File: src/rtl/systolic_pkg.sv
// Shared definitions for the systolic MAC array and its result drain.
package systolic_pkg;

  localparam int N_PE_DEF  = 4;
  localparam int ACC_W_DEF = 32;
  localparam int CNT_W_DEF = 16;

  // Width of a PE index; a single-PE array still needs one bit.
  function automatic int pe_idx_w(input int n);
    return (n > 1) ? $clog2(n) : 1;
  endfunction

  localparam int PE_IDX_W = pe_idx_w(N_PE_DEF);

  typedef enum logic [1:0] {
    IDLE   = 2'd0,
    COUNT  = 2'd1,
    SETTLE = 2'd2,
    DRAIN  = 2'd3
  } drain_state_e;

endpackage

File: src/rtl/systolic_result_drain.sv
// Result drain for the 1xN systolic MAC array: counts operand beats, waits out
// the array skew, snapshots every accumulator and streams them out in order.
//
// state  | meaning
// -------+-------------------------------------------------------------
// IDLE   | no job; the first operand beat starts one
// COUNT  | operand beats arriving, job_len counting
// SETTLE | last beat seen, waiting for it to reach the final PE
// DRAIN  | snapshot held, streaming snap[0..N_PE-1] over valid/ready
module systolic_result_drain
  import systolic_pkg::*;
#(
  parameter int N_PE  = N_PE_DEF,
  parameter int ACC_W = ACC_W_DEF,
  parameter int CNT_W = CNT_W_DEF,
  localparam int IDX_W = pe_idx_w(N_PE)
) (
  input  logic                  clk,
  input  logic                  rst_n,
  input  logic                  in_valid,
  input  logic                  in_last,
  input  logic [N_PE*ACC_W-1:0] acc_in,
  output logic                  out_valid,
  input  logic                  out_ready,
  output logic [ACC_W-1:0]      out_data,
  output logic [IDX_W-1:0]      out_idx,
  output logic                  out_last,
  output logic                  acc_clear,
  output logic [CNT_W-1:0]      job_len,
  output logic                  busy,
  output logic                  err_overrun
);

  localparam logic [CNT_W-1:0] JOB_MAX  = '1;
  localparam logic [IDX_W-1:0] IDX_LAST = IDX_W'(N_PE - 1);

  drain_state_e state, state_nxt;

  logic [IDX_W-1:0] settle_cnt;
  logic [IDX_W-1:0] idx;
  logic [ACC_W-1:0] snap [N_PE];

  // Control strobes decoded from state and handshakes
  logic job_start;
  logic job_beat;
  logic last_accept;
  logic settle_done;
  logic beat_out;
  logic drain_done;
  logic overrun_hit;

  // Decode the per-cycle events the datapath registers react to
  always_comb begin
    job_start   = (state == IDLE) && in_valid;
    job_beat    = (state == COUNT) && in_valid;
    last_accept = ((state == IDLE) || (state == COUNT)) && in_valid && in_last;
    settle_done = (state == SETTLE) && (settle_cnt == '0);
    beat_out    = (state == DRAIN) && out_ready;
    drain_done  = beat_out && (idx == IDX_LAST);
    // Beats outside IDLE/COUNT are dropped, and a saturated counter cannot
    // record another beat; either way the job length is no longer exact.
    overrun_hit = (in_valid && ((state == SETTLE) || (state == DRAIN))) ||
                  (job_beat && (job_len == JOB_MAX));
  end

  // FSM state register
  always_ff @(posedge clk or negedge rst_n) begin
    if (!rst_n) begin
      state <= IDLE;
    end else begin
      state <= state_nxt;
    end
  end

  // FSM next-state logic
  always_comb begin
    state_nxt = state;
    case (state)
      IDLE: begin
        if (in_valid) begin
          state_nxt = in_last ? SETTLE : COUNT;
        end
      end
      COUNT: begin
        if (in_valid && in_last) begin
          state_nxt = SETTLE;
        end
      end
      SETTLE: begin
        if (settle_cnt == '0) begin
          state_nxt = DRAIN;
        end
      end
      DRAIN: begin
        if (drain_done) begin
          state_nxt = IDLE;
        end
      end
      default: state_nxt = IDLE;
    endcase
  end

  // FSM outputs: stream side is purely a function of state and drain index
  always_comb begin
    out_valid = (state == DRAIN);
    busy      = (state != IDLE);
    out_idx   = idx;
    out_data  = snap[idx];
    out_last  = (state == DRAIN) && (idx == IDX_LAST);
  end

  // Job beat counter; holds the last job's length until the next job starts
  always_ff @(posedge clk or negedge rst_n) begin
    if (!rst_n) begin
      job_len <= '0;
    end else if (job_start) begin
      job_len <= CNT_W'(1);
    end else if (job_beat && (job_len != JOB_MAX)) begin
      job_len <= job_len + CNT_W'(1);
    end
  end

  // Sticky overrun flag, cleared only by reset
  always_ff @(posedge clk or negedge rst_n) begin
    if (!rst_n) begin
      err_overrun <= 1'b0;
    end else if (overrun_hit) begin
      err_overrun <= 1'b1;
    end
  end

  // Skew timer: loaded on the last-beat edge so the snapshot lands N_PE edges later
  always_ff @(posedge clk or negedge rst_n) begin
    if (!rst_n) begin
      settle_cnt <= '0;
    end else if (last_accept) begin
      settle_cnt <= IDX_LAST;
    end else if ((state == SETTLE) && (settle_cnt != '0)) begin
      settle_cnt <= settle_cnt - IDX_W'(1);
    end
  end

  // Drain index: restarts at 0 with each snapshot, advances per accepted beat
  always_ff @(posedge clk or negedge rst_n) begin
    if (!rst_n) begin
      idx <= '0;
    end else if (settle_done) begin
      idx <= '0;
    end else if (beat_out) begin
      idx <= drain_done ? '0 : idx + IDX_W'(1);
    end
  end

  // Snapshot bank: all lanes captured together so later array activity is invisible
  always_ff @(posedge clk or negedge rst_n) begin
    if (!rst_n) begin
      for (int i = 0; i < N_PE; i++) begin
        snap[i] <= '0;
      end
    end else if (settle_done) begin
      for (int i = 0; i < N_PE; i++) begin
        snap[i] <= acc_in[i*ACC_W +: ACC_W];
      end
    end
  end

  // Array clear pulse in the cycle after the final beat is accepted
  always_ff @(posedge clk or negedge rst_n) begin
    if (!rst_n) begin
      acc_clear <= 1'b0;
    end else begin
      acc_clear <= drain_done;
    end
  end

endmodule

File: config.mk
export PLATFORM = sky130hd
export DESIGN_NAME = systolic_result_drain
export DESIGN_NICKNAME = d
export VERILOG_FILES = /design/src/rtl/systolic_pkg.sv /design/src/rtl/systolic_result_drain.sv
export SDC_FILE = /design/constraint.sdc
export NUM_CORES = 1
export LEC_CHECK = 0
export CAP_MARGIN = 20
export CORE_MARGIN = 2
export CORE_UTILIZATION = 45
export DETAILED_ROUTE_END_ITERATION = 16
export GPL_TIMING_DRIVEN = 0
export PLACE_DENSITY_LB_ADDON = 0.08
export SETUP_SLACK_MARGIN = 0.5
export SLEW_MARGIN = 20
export SYNTH_ARGS = -nofsm -noshare
export SYNTH_HDL_FRONTEND = slang
export SYNTH_SLANG_ARGS = --single-unit
File: constraint.sdc
create_clock -name clk -period 3.6 [get_ports clk]
set_input_delay 0.72 -clock clk [delete_from_list [all_inputs] [get_ports clk]]
set_output_delay 0.72 -clock clk [all_outputs]
set_load 0.01 [all_outputs]
# Word level (Yosys, flattened, before mapping)
# Cells that the tools add are included.
op_classes:
  n_eq_ne: 10
  mux: 16
  n_reduce_logical: 24
  n_bitwise: 1
  add_sub_neg: 3
  magnitude_cmp: 1
op_table:
  columns: ["operator", "n"]
  rows:
  - ["binary-select mux 32 bit (select 2 bit)", 1]
  - ["2-to-1 mux 32 bit", 2]
  - ["2-to-1 mux 16 bit", 2]
  - ["2-to-1 mux 2 bit", 10]
  - ["adder 16 x 1 -> 16 bit, second input constant", 1]
  - ["equality test 16 bit, second input constant", 1]
  - ["!= test 16 bit, second input constant", 1]
  - ["logical AND 1 bit", 13]
  - ["nonzero test 2 bit", 5]
  - ["case mux 2 bit (4 select lines)", 1]
  - ["equality test 2 bit, second input constant", 3]
  - ["!= test 2 x 1 -> 1 bit, second input constant", 3]
  - ["zero test 2 bit", 2]
  - ["AND reduction 4 bit", 1]
  - ["greater-or-equal comparator 3 bit, second input constant", 1]
  - ["logical OR 1 bit", 3]
  - ["NOT 2 -> 3 bit", 1]
  - ["adder 2 x 1 -> 2 bit, second input constant", 1]
  - ["equality test 2 x 1 -> 1 bit, second input constant", 1]
  - ["!= test 2 bit, second input constant", 1]
  - ["subtractor 2 x 1 -> 2 bit, second input constant", 1]
word_totals:
  input_bits: 133
  reg_bits: 152
  out_inout_bits: 55
  elab_cells: 65

# Logic depth before layout (Yosys ltp)
# Gate-level depths: netlist of run 1.
depth:
  word_depth: 6
  mapped_depth: 7
  mapped_depth_nobuf: 6

# Least setup slack after synthesis of run 1
# Ideal clock, no wire load.
synth_path:
  path_kind: "register to output"
  start: "register idx[0] (netlist: out_idx[0])"
  end: "output port out_data[10]"
  t_arrival_ps: 1480
  path_slack_ps: 1400
  t_required_ps: 2880
  path_stages_with_launch: 4
  n_path_buf: 2
  path_cell_list: "dfrtp_1 -> buf_2 -> buf_2 -> mux4_2"
synth_between:
  elab_chain_cells: 4
synth_rtl:
  columns: ["item", "line", "rtl"]
  rows:
  - ["start: declaration", "systolic_result_drain.sv:40", "logic [IDX_W-1:0] idx;"]
  - ["start signal: assignment", "systolic_result_drain.sv:150", "idx <= drain_done ? '0 : idx + IDX_W'(1);"]
  - ["NOT 2 -> 3 bit (not written as such)", "systolic_result_drain.sv:108", "out_data = snap[idx];"]
  - ["binary-select mux 32 bit (select 2 bit)", "systolic_result_drain.sv:108", null]
  - ["2-to-1 mux 32 bit (not written as such) (2 in a row)", "systolic_result_drain.sv:108", null]
  - ["end: declaration", "systolic_result_drain.sv:25", "output logic [ACC_W-1:0] out_data,"]
# Every way passes these cells. The select of a mux whose other input is x is not followed.

# Worst setup path in the final report of run 1
layout_path:
  start: "register idx[0] (netlist: out_idx[0])"
  end: "output port out_data[21]"
# The elaborated chain is that of the path after synthesis.

==> flow_metrics.env, run 1 <==
export IMPL_finalSetupViolCount=0
export IMPL_synth_xor_area_share_pct=0.126
export IMPL_highest_layer="met4"
export IMPL_cts_tree="built"
export IMPL_cts_path_max_buffers=2
export IMPL_routed_wl_mm=16.4
export IMPL_cts_inserted_buffers=17
export IMPL_final_common_cell="clkdlybuf4s50_1"
export IMPL_async_flop_share_pct=100
export IMPL_dp_slack_ns=0.568
export IMPL_peakVddDrop_mv=0.439
export IMPL_slew_headroom_pct=56.6
export IMPL_crit_type="reg2out"
export IMPL_cp_data_arrival_time_ns=2.29
export IMPL_syn_num_nets=611
export IMPL_cts_clk_slew_worst_paths_ns=0.06
export IMPL_min_path_type="in2async"
export IMPL_worst_setup_path_start_kind="flop"
export IMPL_drtIter0Drc=200
export IMPL_final_cell_mix="clkdlybuf4s50_1, dfrtp_1, mux2_2, mux4_2, nand2_1"
export IMPL_fp_dieW_um=128
export IMPL_leakage_uw=0.00404
export IMPL_dr_wl_met3_mm=1.13
export IMPL_wl_met2_mm=8.40
export IMPL_io_buffers=187
export IMPL_synth_compound_area_share_pct=3.07
export IMPL_netlist_area_mm2=0.00693
export IMPL_drc=0
export IMPL_netlist_instances=470
export IMPL_synth_edf_count=0
export IMPL_synth_top_area_share_pct=54.9
export IMPL_regArea_mm2=0.00380
export IMPL_ys_flop_type="dfrtp_1"
export IMPL_ys_warn_count=0
export IMPL_place_congestion=0.870
export IMPL_drv_cap=0
export IMPL_crit_chain="buf_4 -> buf_8 -> mux4_2 -> clkdlybuf4s50_1"
export IMPL_critPathMaxFanout=10
export IMPL_rsz0062_at_grt="true"
export IMPL_slew_viol_final=0
export IMPL_clockRootBuffer="clkbuf_16"
export IMPL_wl_per_cell_um=18.7
export IMPL_synthAdderAreaFrac_pct=1.44
export IMPL_via_count=4667
export IMPL_antenna_found_initial=0
export IMPL_clock_skew_ns=0.00867
export IMPL_core_area_mm2=0.0151
export IMPL_ys_top_cells_by_area="dfrtp_1, mux2_2, mux4_2"
export IMPL_cts_max_level=4
export IMPL_hpwl_mm=11.7
export IMPL_timing_final_ws_setup_ns=0.590
export IMPL_finalPower_uw=8090
export IMPL_cp_slowest_cell="clkdlybuf4s50_1"
export IMPL_synth_area_leader_cell="dfrtp_1"
export IMPL_powerDensity_mw_per_mm2=831
export IMPL_grt_use_total_pct=21.1
export IMPL_grt_overflow_total=0
export IMPL_synth_top_family_by_area="multiplexers"
export IMPL_fmax_mhz=332
export IMPL_end_kind="output pin"
export IMPL_die_h_um=128
export IMPL_cts_setup_buffers=0
export IMPL_drive_above_1_share_pct=32.4
export IMPL_fp_row_count=45
export IMPL_period_share_pct=83.6
export IMPL_reg2reg_slack_ns=1.28
export IMPL_clock_sinks=152
export IMPL_routed_via_density=5.32
export IMPL_crit_required_ns=2.88
export IMPL_status="complete, no violations"
export IMPL_synth_mux_area_share_pct=32.4
export IMPL_hold_viol=0
export IMPL_multiInputGateArea_mm2=0.00295
export IMPL_grt_max_degree=79
export IMPL_area_delta_synth_final_pct=40.4
export IMPL_ant_nets=0
export IMPL_synth_seq_cells=152
export IMPL_grt_pass1_wl_mm=26.3
export IMPL_yosysSeqAreaShare_pct=54.9
export IMPL_clock_latency_ns=0.42
export IMPL_die_area_mm2=0.0164
export IMPL_tightest_slew_ns=0.651
export IMPL_n_antenna_cell=0
export IMPL_post_route_min_period_ns=3.01
export IMPL_final_nets=818
export IMPL_boundaryPins=188
export IMPL_hold_buffers=0
export IMPL_max_stage_delay_ns=0.54
export IMPL_num_fill_cells=1174
export IMPL_dr_pass1_iters=4
export IMPL_syn_avg_cell_area_um2=14.8
export IMPL_first_global_vias=4988
export IMPL_yosys_area_share_simple_pct=5.61
export IMPL_synth_distinct_cells=34
export IMPL_m1WireLength_mm=6.71
export IMPL_initial_core_util_pct=45.8
## layout make-up
type | instances | share of cell area (%)
repair buffers | 188 | 19.6
inverters | 6 | 0.231
clock buffers | 21 | 4.94
multi-input cells | 283 | 30.3
well taps | 188 | 2.42
clock inverters | 10 | 1.44
plain buffers | 29 | 1.99
flip-flops and latches | 152 | 39.1
## cell families (layout without fill, tap and decap cells)
family / count (synthesis) / after routing
mux: 168 / 168
buf+inv: 35 / 254
simple gates: 72 / 72
compound gates: 34 / 34
fa+ha+maj: 8 / 8
flops: 152 / 152
xor+xnor: 1 / 1
## sequential cells by signal (all words and copies together) (netlist names)
name and cells:
job_len 16, snap 128, err_overrun 1, out_idx 2, state 2, acc_clear 1, settle_cnt 2
## where the power goes
part	switching (uW)	internal (uW)	total (uW)
registers	385	2510	2890
logic	1240	2100	3340
clock network	695	1160	1860
## cell usage after synthesis (all sizes together) (4+ instances only)
cell,count
a21oi,11
a31oi,5
and2,5
and3,6
and4,5
buf,20
clkbuf,9
dfrtp,152
ha,8
inv,6
mux2,129
mux2i,7
mux4,32
nand2,23
nand3,6
nand4,5
nor2,7
nor3,4
o21ai,8
or3,6
## through the flow
step	hold WS (ns)	std cells	cell area, um^2	setup TNS (ns)	util, %
2_1_floorplan	0.424	470	6930	0	-
3_3_place_gp	0.475	845	9040	-649.20	59.7
3_5_place_dp	0.476	846	9070	0	59.9
4_1_cts	0.266	877	9720	0	64.2
5_1_grt	0.287	877	9730	0	64.3
6_report	0.249	877	9730	0	64.3
## worst max-delay path, delay by kind of cell (launching register included)
family / cells / cell delay [ns]
buf+inv: 3 / 0.97
mux: 1 / 0.52
flops: 1 / 0.39
## repair_timing
action | in CTS | in global routing
endpoints found under the setup margin | 29 | 11
gates cloned | 0 | 0
gates resized for setup | 13 | 3
## per-layer routing
metal | track usage (%) | up-vias
met3 | 7.10 | 11
met1 | 26.3 | 2356
met2 | 35.1 | 138
met4 | 6.40 | 0
li1 | - | 2162
met5 | 0 | -
## final timing paths
path,from,end,cells past startpoint
worst max-delay path,out_idx[0]$_DFFE_PN0P_,out_data[21],4
worst min-delay path,rst_n,job_len[5]$_DFFE_PN0P_,1
worst max register to register,state[0]$_DFFE_PN0P_,snap[61]$_DFFE_PN0P_,6
worst min register to register,err_overrun$_DFFE_PN0P_,err_overrun$_DFFE_PN0P_,2
max in group asynchronous,rst_n,snap[72]$_DFFE_PN0P_,2
min in group clk,err_overrun$_DFFE_PN0P_,err_overrun$_DFFE_PN0P_,2
Note: power is estimated with default switching activity, not from simulation.
==> run 2: changes to the inputs <==
Settings changed: CORE_UTILIZATION 45 to 44.
Clock period 3.6 ns to 2.7 ns, I/O delays scaled along.
==> run 2 against run 1 <==
Effect of this change: first-iteration DRC count increased by 9.0%; flip-flop and latch count stayed put; power up 36%; clock power up 28%; final area grew 2.2%; cell count increased by 4.7%; clock-buffer cell count is 2 lower; critical path type unchanged; largest cell class unchanged; largest power group unchanged.
==> flow_metrics.env, run 2 (synthesis gave the netlist of run 1 again) <==
export IMPL_initial_core_util_pct=45.3
export IMPL_hold_viol=0
export IMPL_slew_viol_final=0
export IMPL_drtIter0Drc=218
export IMPL_cts_tree="built"
export IMPL_slew_headroom_pct=65.5
export IMPL_largest_reg_flops=128
export IMPL_via_count=4756
export IMPL_wl_per_cell_um=18.5
export IMPL_n_antenna_cell=0
export IMPL_cp_slowest_cell="mux4_2"
export IMPL_max_stage_delay_ns=0.53
export IMPL_final_nets=836
export IMPL_worst_setup_path_start_kind="flop"
export IMPL_clock_sinks=152
export IMPL_cts_path_max_buffers=2
export IMPL_dp_slack_ns=-0.0692
export IMPL_period_share_pct=90.3
export IMPL_grt_max_degree=89
export IMPL_crit_required_ns=2.16
export IMPL_drc=0
export IMPL_grt_use_total_pct=20.9
export IMPL_drv_cap=0
export IMPL_first_global_vias=4938
export IMPL_rsz0062_at_grt="true"
export IMPL_critPathMaxFanout=7
export IMPL_tightest_slew_ns=0.517
export IMPL_place_congestion=0.815
export IMPL_final_common_cell="dfrtp_1"
export IMPL_num_fill_cells=1184
export IMPL_placed_cell_area_mm2=0.00910
export IMPL_fmax_mhz=410
export IMPL_peakVddDrop_mv=0.675
export IMPL_post_route_min_period_ns=2.44
export IMPL_final_area_mm2=0.00995
export IMPL_antenna_found_initial=0
export IMPL_worst_path_most_repeated_cell="buf_6"
export IMPL_clock_skew_ns=0.00904
export IMPL_grt_overflow_total=0
export IMPL_io_buffers=187
export IMPL_cts_clk_slew_worst_paths_ns=0.06
export IMPL_end_kind="output pin"
export IMPL_largest_register="snap"
export IMPL_routed_via_density=5.18
export IMPL_timing_final_ws_setup_ns=0.262
export IMPL_area_delta_synth_final_pct=43.5
export IMPL_fin_tns_setup_ns=0
export IMPL_hold_buffers=0
export IMPL_crit_type="reg2out"
export IMPL_status="complete, no violations"
export IMPL_final_cell_mix="dfrtp_1, clkdlybuf4s50_1, mux2_2, mux4_2, buf_6"
export IMPL_cp_data_arrival_time_ns=1.90
export IMPL_reg_top3="snap (128), job_len (16)"
export IMPL_die_h_um=130
export IMPL_finalSetupViolCount=0
export IMPL_fp_dieW_um=130
export IMPL_ant_nets=0
export IMPL_clock_latency_ns=0.43
export IMPL_boundaryPins=188
export IMPL_routed_wl_mm=17.0
export IMPL_clockRootBuffer="clkbuf_16"
export IMPL_core_area_mm2=0.0153
export IMPL_hpwl_mm=11.7
export IMPL_drive_above_1_share_pct=39.2
export IMPL_grt_pass1_wl_mm=26.2
export IMPL_leakage_uw=0.00420
export IMPL_cts_inserted_buffers=17
export IMPL_powerDensity_mw_per_mm2=1100
export IMPL_crit_chain="buf_8 -> buf_6 -> buf_12 -> mux4_2 -> buf_6"
export IMPL_min_path_type="in2async"
export IMPL_fp_row_count=45
export IMPL_die_area_mm2=0.0168
export IMPL_cts_max_level=4
export IMPL_dr_pass1_iters=4
export IMPL_final_util_pct=65.0
[run 2: cell count changes in the layout (fill, tap and decap cells not counted), sizes merged]
cell,previous run,this run
buf,22,72
clkinv,2,6
clkbuf,30,29
dlygate4sd2,0,2
inv,8,6
clkdlybuf4s50,186,151
[run 2: timing repair]
action	4_1_cts	5_1_grt
gates cloned	2	0
endpoints found under the setup margin	55	85
endpoints found under the hold margin	0	0
gates resized for setup	184	14
setup buffers	12	4
[run 2: cell type report]
type | instances | area, um^2 | share of cell area [%]
clock inverter | 12 | 154 | 1.55
inverter | 6 | 22.5 | 0.226
multi-input combinational | 283 | 2970 | 29.8
clock buffer | 19 | 433 | 4.35
sequential | 152 | 3800 | 38.2
timing repair buffer | 206 | 2060 | 20.7
buffer | 29 | 244 | 2.45
tap | 211 | 264 | 2.65
[run 2: report_power, final]
part           switching, uW  internal (uW)  total (uW)
clock                    939           1450        2380
sequential               515           3340        3860
combinational           1780           2950        4740
total                   3240           7740       11000
[run 2: per-layer routing]
metal	track usage (%)	vias up	part of all wire [%]
met2	34.3	137	50
li1	-	2198	-
met5	0	-	0
met4	7.34	0	1.7
met1	26.0	2405	42
met3	7.14	16	6.8
[run 2: worst paths after layout]
path | end | depth (start not counted) | slack, ns | from
setup / recovery | out_data[8] | 5 | 0.26 | out_idx[0]$_DFFE_PN0P_
hold / removal | job_len[4]$_DFFE_PN0P_ | 1 | 0.03 | rst_n
setup reg to reg | snap[54]$_DFFE_PN0P_ | 6 | 0.67 | state[0]$_DFFE_PN0P_
hold reg to reg | err_overrun$_DFFE_PN0P_ | 2 | 0.49 | err_overrun$_DFFE_PN0P_
max in group asynchronous | snap[2]$_DFFE_PN0P_ | 2 | 1.87 | rst_n
min in group clk | err_overrun$_DFFE_PN0P_ | 2 | 0.49 | err_overrun$_DFFE_PN0P_
[run 2: critical path, delay by kind of cell, from the launching register on]
family	cells	cell delay, ns
buffers and inverters	4	0.55
flip-flops	1	0.39
multiplexers	1	0.53
[run 2: per-stage QoR]
stage	total power, uW	instances	hold slack (ns)
2_1_floorplan	6480	470	0.244
3_5_place_dp	8330	869	0.474
4_1_cts	10900	914	0.0609
5_1_grt	11600	918	0.0822
3_3_place_gp	8180	868	0.481
6_report	11000	918	0.0293
